$ cat src/rtl/r5p_soc_bus_router.sv
// ----------------------------------------------------------------------------
// r5p_soc_bus_router
//
// Load/store bus router for R5P SoCs: one requester fanned out to BN slaves.
// Each slave claims the addresses that match its base (AS) on the bits set in
// its mask (AM). When several slaves match, the lowest index wins. Accesses
// that match no slave are accepted at once by an internal error slave. They
// produce a one-cycle s_err pulse in the response slot and bump a saturating
// error counter.
//
// Read data comes back RL cycles after the handshake. A small pipe of
// {valid, wen, sel, miss} records tells the response slot which slave's
// m_rdt to forward. With RL=0 the pipe is removed and the response is
// combinational.
//
// Ports
//   clk, rst                         clock, asynchronous active-low reset
//   s_vld/s_wen/s_adr/s_ben/s_wdt    requester request
//   s_rdt/s_rdy/s_err                requester read data, ready, decode error
//   m_vld[BN]                        per-slave valid (one-hot or zero)
//   m_wen/m_adr/m_ben/m_wdt          request broadcast to every slave
//   m_rdt[BN*DW], m_rdy[BN]          per-slave read data and ready
//   err_cnt, err_clr                 saturating decode-error count, clear
// ----------------------------------------------------------------------------
module r5p_soc_bus_router #(
    parameter int unsigned             BN = 3,
    parameter int unsigned             AW = 15,
    parameter int unsigned             DW = 32,
    parameter int unsigned             BW = DW/8,
    parameter int unsigned             RL = 1,
    parameter logic [BN-1:0][AW-1:0]   AS = '0,
    parameter logic [BN-1:0][AW-1:0]   AM = '0,
    parameter int unsigned             CW = 8
)(
    input  logic            clk,
    input  logic            rst,
    input  logic            s_vld,
    input  logic            s_wen,
    input  logic [AW-1:0]   s_adr,
    input  logic [BW-1:0]   s_ben,
    input  logic [DW-1:0]   s_wdt,
    output logic [DW-1:0]   s_rdt,
    output logic            s_rdy,
    output logic            s_err,
    output logic [BN-1:0]   m_vld,
    output logic            m_wen,
    output logic [AW-1:0]   m_adr,
    output logic [BW-1:0]   m_ben,
    output logic [DW-1:0]   m_wdt,
    input  logic [BN*DW-1:0] m_rdt,
    input  logic [BN-1:0]   m_rdy,
    output logic [CW-1:0]   err_cnt,
    input  logic            err_clr
);

    localparam int unsigned SW = (BN > 1) ? $clog2(BN) : 1;

    logic [BN-1:0] hit;
    logic [SW-1:0] sel;
    logic          miss;
    logic          xfer;
    logic [DW-1:0] m_rdt_arr [BN];

    // Response slot view (either pipe output or the live decode for RL=0).
    logic          rsp_vld;
    logic          rsp_wen;
    logic          rsp_miss;
    logic [SW-1:0] rsp_sel;

    logic [CW-1:0] err_cnt_reg;

    genvar gi;
    generate
        for (gi = 0; gi < BN; gi++) begin : g_slave
            assign hit[gi]       = ((s_adr ^ AS[gi]) & AM[gi]) == '0;
            assign m_vld[gi]     = s_vld & ~miss & (sel == SW'(gi));
            assign m_rdt_arr[gi] = m_rdt[gi*DW +: DW];
        end
    endgenerate

    // Scan from the top down so the lowest matching index is the last write.
    always_comb begin
        sel  = '0;
        miss = 1'b1;
        for (int i = BN-1; i >= 0; i--) begin
            if (hit[i]) begin
                sel  = SW'(i);
                miss = 1'b0;
            end
        end
    end

    // The error slave is always ready, so a miss never stalls the requester.
    assign s_rdy = miss | m_rdy[sel];
    assign xfer  = s_vld & s_rdy;

    assign m_wen = s_wen;
    assign m_adr = s_adr;
    assign m_ben = s_ben;
    assign m_wdt = s_wdt;

    generate
        if (RL == 0) begin : g_bypass
            assign rsp_vld  = xfer;
            assign rsp_wen  = s_wen;
            assign rsp_miss = miss;
            assign rsp_sel  = sel;
        end else begin : g_pipe
            logic [RL-1:0]         vld_reg;
            logic [RL-1:0]         wen_reg;
            logic [RL-1:0]         miss_reg;
            logic [RL-1:0][SW-1:0] sel_reg;

            // Shift register: stage 0 takes the current handshake, stage
            // RL-1 is the response slot. It advances every cycle, so
            // back-to-back transfers never collide.
            always_ff @(posedge clk or negedge rst) begin
                if (!rst) begin
                    vld_reg  <= '0;
                    wen_reg  <= '0;
                    miss_reg <= '0;
                    sel_reg  <= '0;
                end else begin
                    vld_reg[0]  <= xfer;
                    wen_reg[0]  <= s_wen;
                    miss_reg[0] <= miss;
                    sel_reg[0]  <= sel;
                    for (int i = 1; i < RL; i++) begin
                        vld_reg[i]  <= vld_reg[i-1];
                        wen_reg[i]  <= wen_reg[i-1];
                        miss_reg[i] <= miss_reg[i-1];
                        sel_reg[i]  <= sel_reg[i-1];
                    end
                end
            end

            assign rsp_vld  = vld_reg[RL-1];
            assign rsp_wen  = wen_reg[RL-1];
            assign rsp_miss = miss_reg[RL-1];
            assign rsp_sel  = sel_reg[RL-1];
        end
    endgenerate

    assign s_rdt = (rsp_vld & ~rsp_wen & ~rsp_miss) ? m_rdt_arr[rsp_sel] : '0;
    assign s_err = rsp_vld & rsp_miss;

    // Clear beats increment when both happen in the same cycle.
    always_ff @(posedge clk or negedge rst) begin
        if (!rst) begin
            err_cnt_reg <= '0;
        end else if (err_clr) begin
            err_cnt_reg <= '0;
        end else if (s_err && (err_cnt_reg != '1)) begin
            err_cnt_reg <= err_cnt_reg + 1'b1;
        end
    end

    assign err_cnt = err_cnt_reg;

endmodule

$ cat config.mk
export PLATFORM = sky130hd
export DESIGN_NAME = r5p_soc_bus_router
export DESIGN_NICKNAME = d
export VERILOG_FILES = /design/src/rtl/r5p_soc_bus_router.sv
export SDC_FILE = /design/constraint.sdc
export NUM_CORES = 1
export LEC_CHECK = 0
export ABC_AREA = 1
export BUFFER_PORTS_ARGS = -buffer_cell sky130_fd_sc_hd__buf_2
export CAP_MARGIN = 30
export CORE_AREA = 10 10 90 92
export CTS_CLUSTER_DIAMETER = 200
export DETAILED_ROUTE_END_ITERATION = 16
export DIE_AREA = 0 0 100 102
export GPL_TIMING_DRIVEN = 0
export SLEW_MARGIN = 10
export SYNTH_ARGS = -nofsm -noshare
export SYNTH_HDL_FRONTEND = slang
export SYNTH_SLANG_ARGS = --single-unit
$ cat constraint.sdc
create_clock -name clk -period 1 [get_ports clk]
set_input_delay 0.1 -clock clk [delete_from_list [all_inputs] [get_ports clk]]
set_output_delay 0.1 -clock clk [all_outputs]
set_load 0.02 [all_outputs]
==> results of run 1 <==
## through the flow
step	utilization, %	cells	hold slack (ps)	cell area [µm²]
floorplan	-	149	-196	946
global placement	26.3	348	-115	1650
detailed placement	26.3	348	-112	1650
CTS	29.3	353	15.7	1840
global route	29.6	354	12.3	1860
finish	29.6	354	18.3	1860
## final timing paths
kind | from | endpoint | slack, ps
setup / recovery | g_pipe.wen_reg | s_rdt[2] | -210
hold / removal | s_wen | g_pipe.wen_reg | 20
max in group asynchronous | rst | g_pipe.vld_reg | 690
min in group asynchronous | rst | g_pipe.wen_reg | 210
## area by class of cell
cell class | count | area, µm² | share of cell area [%]
well taps | 77 | 96.3 | 5.18
repair buffers | 125 | 753 | 40.5
inverters | 34 | 128 | 6.86
plain buffers | 68 | 529 | 28.5
flip-flops and latches | 2 | 50.0 | 2.69
multi-input cells | 45 | 262 | 14.1
clock buffers | 3 | 41.3 | 2.22
## logic make-up after synthesis
family,count (synthesis),share of synthesized area [%]
flip-flops,2,5.51
buffers and inverters,102,71.5
other,1,0.413
AND/OR/NAND/NOR,34,22.6
## Yosys cell counts
| library cell | n | share of area, % |
|---|---|---|
| buf_4 | 65 | 54 |
| inv_1 | 34 | 14 |
| nor2_2 | 30 | 21 |
| buf_6 | 3 | 3.7 |
| dfrtp_1 | 2 | 5.5 |
| nor2_1 | 2 | 0.83 |
| conb_1 | 1 | 0.41 |
| nand2_1 | 1 | 0.41 |
| nand2_2 | 1 | 0.69 |
## cells in the final DEF, fill, tap and decap left out
cell type      Yosys  final
dfrtp_1            2      2
nand2_4            0      1
buf_6              3     11
inv_1             34     33
buf_2              0     90
conb_1             1     11
buf_8              0      2
dlygate4sd3_1      0      1
nand2_1            1      1
nor2_4             0      1
inv_2              0      1
nor2_2            30     31
buf_4             65     89
clkbuf_8           0      3
## power by group
group / switching, mW / total, mW / internal (mW) / leakage (nW)
registers: 0.00250 / 0.0883 / 0.0858 / 0.0245
clock network: 0.0560 / 0.310 / 0.254 / 0.0216
logic: 0.408 / 0.781 / 0.373 / 1.18
total: 0.467 / 1.18 / 0.712 / 1.22
## per-layer routing
layer	part of all wire [%]	vias up	track usage, %
met5	0	-	0
met4	0	0	1.30
met3	19	0	6.55
met2	50	108	13.5
met1	31	474	6.54
li1	-	579	-
## what timing repair did
| item | 4_1_cts | 5_1_grt |
|---|---|---|
| pin swaps | 0 | 0 |
| setup buffers | 1 | 1 |
| hold endpoints to repair | 2 | 0 |
| hold buffers | 1 | 0 |
| setup endpoints to repair | 32 | 32 |
| resized for setup | 45 | 4 |
==> flow_summary.ini, run 1 <==
[setup_path]
worstSetupPathDepth = 5
critPathArrivalTime_ps = 1110
cpMaxStageDelayCell = dfrtp_1
crit_path_cell_trace = inv_2 -> nand2_4 -> buf_6 -> nor2_2 -> buf_4
cp_top_family = flip-flops
start_kind = flip-flop
critPathMaxStageDelay_ps = 360
crit_fanout = 10
required_ps = 900
cp_num_buf_inv = 3
endpoint_kind = output pin
critPathKind = flip-flop to output pin

[cts]
cts_root_buffer = clkbuf_8
cts.sinks = 2
clkTransAtPathRegs_ps = 30
cts-buffers-inserted = 3
htreeDepth = 1
max-clock-path-buffers = 2
cts_tree = built

[place]
place_ws_ps = -67.5
place.gp.congestion = 0.716
place.port_buffers = 122
hpwl_um = 4250

[die]
top_level_ports = 252
row_count = 29
dieArea_um2 = 10200
die_h_um = 102
core_um2 = 6280
dieWidth_um = 100
initial_utilization_pct = 14.5

[detailed_routing]
wl_um = 4520
viasPerCell = 3.28
drcViolationCount = 0
ant_nets = 0
avgRoutedWirePerCell_um = 12.8
route.vias.total = 1161
drt_first_pass_iters = 3
first_iter_violations = 4

[power_and_ir_drop]
p_per_area_nw_per_um2 = 634
total_power_mw = 1.18
power_leakage_nw = 1.22
max-vdd-ir-drop_v = 0.000278

[timing]
fin_crit_sh_pct = 121
fin_crit_ps = 1210
hold_viol = 0
rsz0062_at_grt = true
finalSetupViolCount = 32
fmax_mhz = 828
fin_setup_tns_ps = -6090
worst_slack_ps = -207
drv_slew = 0

[yosys]
yosys_warnings = 0
ys_seq_area_share_pct = 5.51
avgSynthCellArea_um2 = 6.54
ys_ff_latch = 2
syn_inst = 139
syn-cell-area_um2 = 908
synthDistinctLibCells = 9

[run_status]
status = finished, violations left
violations = negative setup slack

[global_routing]
grt_pass1_vias = 1265
antenna_found_initial = 0
gr-total-overflow = 0
grt_max_degree = 11
grt_pass1_wl_um = 6290
grt_usage_pct = 7.62

[cells_and_area]
drive_above_1_share_pct = 82.7
synthToLayoutAreaGrowth_pct = 105
antenna_cells = 0
fill_cells = 681
final_nets = 434

[hold_path]
holdCritPathClass = input pin to flip-flop
whs_path_depth = 1

[job]
drv_cap = 0
(Power assumes the default switching activity.)
==> run 2, diff against run 1 <==
==> constraint.sdc (replaced) <==
create_clock -name clk -period 1 [get_ports clk]
set_input_delay 0.05 -clock clk [delete_from_list [all_inputs] [get_ports clk]]
set_output_delay 0.05 -clock clk [all_outputs]
set_load 0.02 [all_outputs]
==> flow_summary.ini, run 2 (synthesized netlist as in run 1, its figures left out) <==
[cells_and_area]
utilization_pct = 29.8
antenna_cells = 0
layout_common_cells = 90 x buf_2, 89 x buf_4, 33 x inv_1, 31 x nor2_2
fin_cells = 355
mostFrequentLayoutCell = buf_2
drive_above_1_share_pct = 82.4
synthToLayoutAreaGrowth_pct = 106
final_nets = 435
postLayoutCellArea_um2 = 1870

[detailed_routing]
avgRoutedWirePerCell_um = 12.7
ant_nets = 0
route.vias.total = 1165
first_iter_violations = 4
wl_um = 4530
viasPerCell = 3.28
drt_first_pass_iters = 3
drcViolationCount = 0

[timing]
fin_crit_ps = 1160
finalSetupViolCount = 32
rsz0062_at_grt = true
hold_viol = 0
fin_setup_tns_ps = -4490
holdWs_ps = 76.9
fin_crit_sh_pct = 116
worst_slack_ps = -157
fmax_mhz = 864
drv_slew = 0

[die]
die_h_um = 102
row_count = 29
dieWidth_um = 100
dieArea_um2 = 10200
initial_utilization_pct = 14.5
top_level_ports = 252
core_um2 = 6280

[cts]
htreeDepth = 1
max-clock-path-buffers = 2
clkTransAtPathRegs_ps = 30
cts-buffers-inserted = 3
cts_root_buffer = clkbuf_8
cts_tree = built
cts.sinks = 2

[setup_path]
endpoint_kind = output pin
crit_fanout = 10
critPathLaunch = g_pipe.wen_reg
crit_path_cell_trace = inv_2 -> nand2_4 -> buf_6 -> nor2_2 -> buf_4
critPathKind = flip-flop to output pin
crit_path_end = s_rdt[2]
critPathArrivalTime_ps = 1110
required_ps = 950
critPathMaxStageDelay_ps = 360
start_kind = flip-flop
cpMaxStageDelayCell = dfrtp_1

[run_status]
status = finished, violations left
violations = negative setup slack

[place]
place.gp.congestion = 0.716
placed_area_um2 = 1650
hpwl_um = 4250
place_inst = 348
place.port_buffers = 122
place_ws_ps = -17.5

[global_routing]
grt_pass1_vias = 1268
grt_usage_pct = 7.65
antenna_found_initial = 0
grt_use_met3_pct = 6.55
top_usage_layer = met2
gr-usage-met1_pct = 6.62
use_met2_pct = 13.5
grt_pass1_wl_um = 6310
gr-total-overflow = 0
grt_max_degree = 11

[power_and_ir_drop]
max-vdd-ir-drop_v = 0.000282
total_power_mw = 1.18
p_per_area_nw_per_um2 = 632
power_leakage_nw = 1.23

[job]
drv_cap = 0

[hold_path]
holdCritPathClass = input pin to flip-flop
[run 2: cell count changes in the layout (fill, tap and decap cells not counted)]
cell / change
dlygate4sd3_1: +1
[run 2: worst min path at each step]
stage	from	to	slack [ps]	cells past startpoint
after floorplan	rst	g_pipe.vld_reg	-250	0
after global placement	rst	g_pipe.wen_reg	-170	1
after detailed placement	rst	g_pipe.vld_reg	-160	1
after CTS	m_rdy[0]	g_pipe.vld_reg	80	3
after global routing	m_rdy[0]	g_pipe.vld_reg	90	3
final	m_rdy[0]	g_pipe.vld_reg	80	3
[run 2: repair_timing]
item / CTS / global route
resized for setup: 45 / 4
hold endpoints to repair: 3 / 0
setup buffers: 1 / 1
hold buffers: 2 / 0
setup endpoints to repair: 32 / 32
pin swaps: 0 / 0
[run 2: metal layers]
layer	routed length (µm)	part of all wire, %	vias to the layer above
li1	-	-	581
met1	1380	31	476
met2	2280	50	108
met3	861	19	0
met4	0	0	0
met5	0	0	-
[run 2: worst max-delay path, delay by kind of cell (launching register included)]
| family | cells | cell delay [ps] |
|---|---|---|
| flip-flops | 1 | 360 |
| buffers and inverters | 3 | 360 |
| AND/OR/NAND/NOR | 2 | 170 |
[run 2: layout make-up]
class / instances / area [µm²]
plain buffers: 68 / 529
inverters: 34 / 128
repair buffers: 126 / 763
multi-input cells: 45 / 262
fillers: 680 / 4410
flip-flops and latches: 2 / 50.0
clock buffers: 3 / 41.3
well taps: 77 / 96.3
[run 2: where the power goes]
group | switching, mW | total (mW) | internal, mW | leakage [nW]
clock | 0.0559 | 0.310 | 0.254 | 0.0216
combinational | 0.409 | 0.784 | 0.375 | 1.18
sequential | 0.00250 | 0.0883 | 0.0858 | 0.0245
total | 0.467 | 1.18 | 0.715 | 1.23
==> run 3, diff against run 2 <==
--- a/config.mk
+++ b/config.mk
@@ -8,11 +8,12 @@
 export ABC_AREA = 1
 export BUFFER_PORTS_ARGS = -buffer_cell sky130_fd_sc_hd__buf_2
 export CAP_MARGIN = 30
-export CORE_AREA = 10 10 90 92
+export CORE_AREA = 10 10 91 93
 export CTS_CLUSTER_DIAMETER = 200
 export DETAILED_ROUTE_END_ITERATION = 16
-export DIE_AREA = 0 0 100 102
+export DIE_AREA = 0 0 101 103
 export GPL_TIMING_DRIVEN = 0
+export REMOVE_ABC_BUFFERS = 1
 export SLEW_MARGIN = 10
 export SYNTH_ARGS = -nofsm -noshare
 export SYNTH_HDL_FRONTEND = slang
==> constraint.sdc (replaced) <==
create_clock -name clk -period 1.34 [get_ports clk]
set_input_delay 0.067 -clock clk [delete_from_list [all_inputs] [get_ports clk]]
set_output_delay 0.067 -clock clk [all_outputs]
set_load 0.02 [all_outputs]
==> flow_summary.ini, run 3 (synthesized netlist as in run 1, its figures left out) <==
[cells_and_area]
drive_above_1_share_pct = 68.4
mostFrequentLayoutCell = buf_2
final_nets = 315
utilization_pct = 15.8
synthToLayoutAreaGrowth_pct = 14.0
layout_common_cells = 62 x buf_2, 33 x inv_1, 30 x nor2_2, 11 x conb_1, 9 x buf_6
antenna_cells = 0

[power_and_ir_drop]
internal_power_mw = 0.343
max-vdd-ir-drop_v = 0.000409
power_leakage_nw = 0.672
p_switching_mw = 0.202
total_power_mw = 0.545
p_per_area_nw_per_um2 = 526
comb_power_share_pct = 43.1
p_seq_share_pct = 12.9
pwr-share-clk_pct = 44.0
netSwitchingFraction_pct = 37.0

[die]
dieArea_um2 = 10400
initial_utilization_pct = 13.8
top_level_ports = 252
die_h_um = 103
dieWidth_um = 101
core_um2 = 6570
row_count = 30

[timing]
drv_slew = 0
rsz0062_at_grt = true
fin_setup_tns_ps = 0
worst_slack_ps = 31.0
fmax_mhz = 764
holdWs_ps = 53.5
hold_viol = 0
fin_crit_ps = 1310
fin_crit_sh_pct = 97.7
finalSetupViolCount = 0

[cts]
max-clock-path-buffers = 2
cts_root_buffer = clkbuf_8
postCtsSetupRepairBufs = 0
cts.sinks = 2
cts_tree = built
htreeDepth = 1
clkTransAtPathRegs_ps = 30
cts-buffers-inserted = 3

[place]
place_ws_ps = -106
place.gp.congestion = 0.764
hpwl_um = 7440
place.port_buffers = 71

[detailed_routing]
avgRoutedWirePerCell_um = 33.5
drcViolationCount = 0
wl_um = 7970
ant_nets = 0
route.vias.total = 813
drt_first_pass_iters = 2
viasPerCell = 3.42
first_iter_violations = 9

[global_routing]
grt_pass1_wl_um = 8630
grt_usage_pct = 13.4
grt_pass1_vias = 844
gr-total-overflow = 0
antenna_found_initial = 0
grt_max_degree = 33

[setup_path]
start_kind = flip-flop
crit_fanout = 16
required_ps = 1270
critPathArrivalTime_ps = 1240
endpoint_kind = output pin
critPathKind = flip-flop to output pin

[job]
drv_cap = 0

[run_status]
status = complete, no violations

[hold_path]
holdCritPathClass = input pin to flip-flop
-- run 3: cell count changes in the layout (fill, tap and decap cells not counted), sizes merged --
cell      change
buf         -121
nand2         +1
clkinvlp      +1
inv           -1
-- run 3: cell type report --
cell class                      instances  area [µm²]
Fill cell                             766        5530
Timing Repair Buffer                   73         432
Multi-Input combinational cell         46         280
Inverter                               34         131
Tap cell                               80         100
Sequential cell                         2        51.3
Clock buffer                            3        41.3
-- run 3: path summary, 6_finish.rpt --
| check | depth (start not counted) | startpoint | to |
|---|---|---|---|
| setup / recovery | 4 | g_pipe.wen_reg | s_rdt[30] |
| hold / removal | 3 | m_rdy[0] | g_pipe.vld_reg |
| max in group asynchronous | 2 | rst | g_pipe.vld_reg |
| min in group asynchronous | 2 | rst | g_pipe.vld_reg |
-- run 3: through the flow --
stage               instances  instance area [µm²]
floorplan                  81                  424
global route              238                 1040
global placement          232                  880
detailed placement        232                  880
finish                    238                 1040
CTS                       237                  955
-- run 3: power groups by stage --
| stage | registers [mW] | logic (mW) | clock network (mW) |
|---|---|---|---|
| final | 0.0706 | 0.235 | 0.240 |
| after global placement | 0.0655 | 0.209 | 0 |
| after detailed placement | 0.0656 | 0.212 | 0 |
| after floorplan | 0.0654 | 0.116 | 0 |
| after global routing | 0.0713 | 0.258 | 0.252 |
| after CTS | 0.0666 | 0.219 | 0.244 |
-- run 3: timing repair --
item,in CTS,in global routing
pin swaps,0,1
hold buffers,2,0
gates resized for setup,2,21
gates cloned,0,1
endpoints found under the setup margin,32,32
endpoints found under the hold margin,3,0
-- run 3: worst max-delay path, stage by stage, from the launching register on --
cell	delay, ps
dfrtp_1	360
clkinvlp_4	210
nand2_8	230
nor2_1	60
buf_2	160
-- run 3: layer usage --
layer  track usage (%)  vias to the layer above  part of all wire [%]
li1                  -                      346                     -
met1              4.60                      313                    14
met5              5.61                        -                  0.80
met4              10.6                        2                   7.5
met3              17.8                       18                    30
met2              23.4                      134                    48
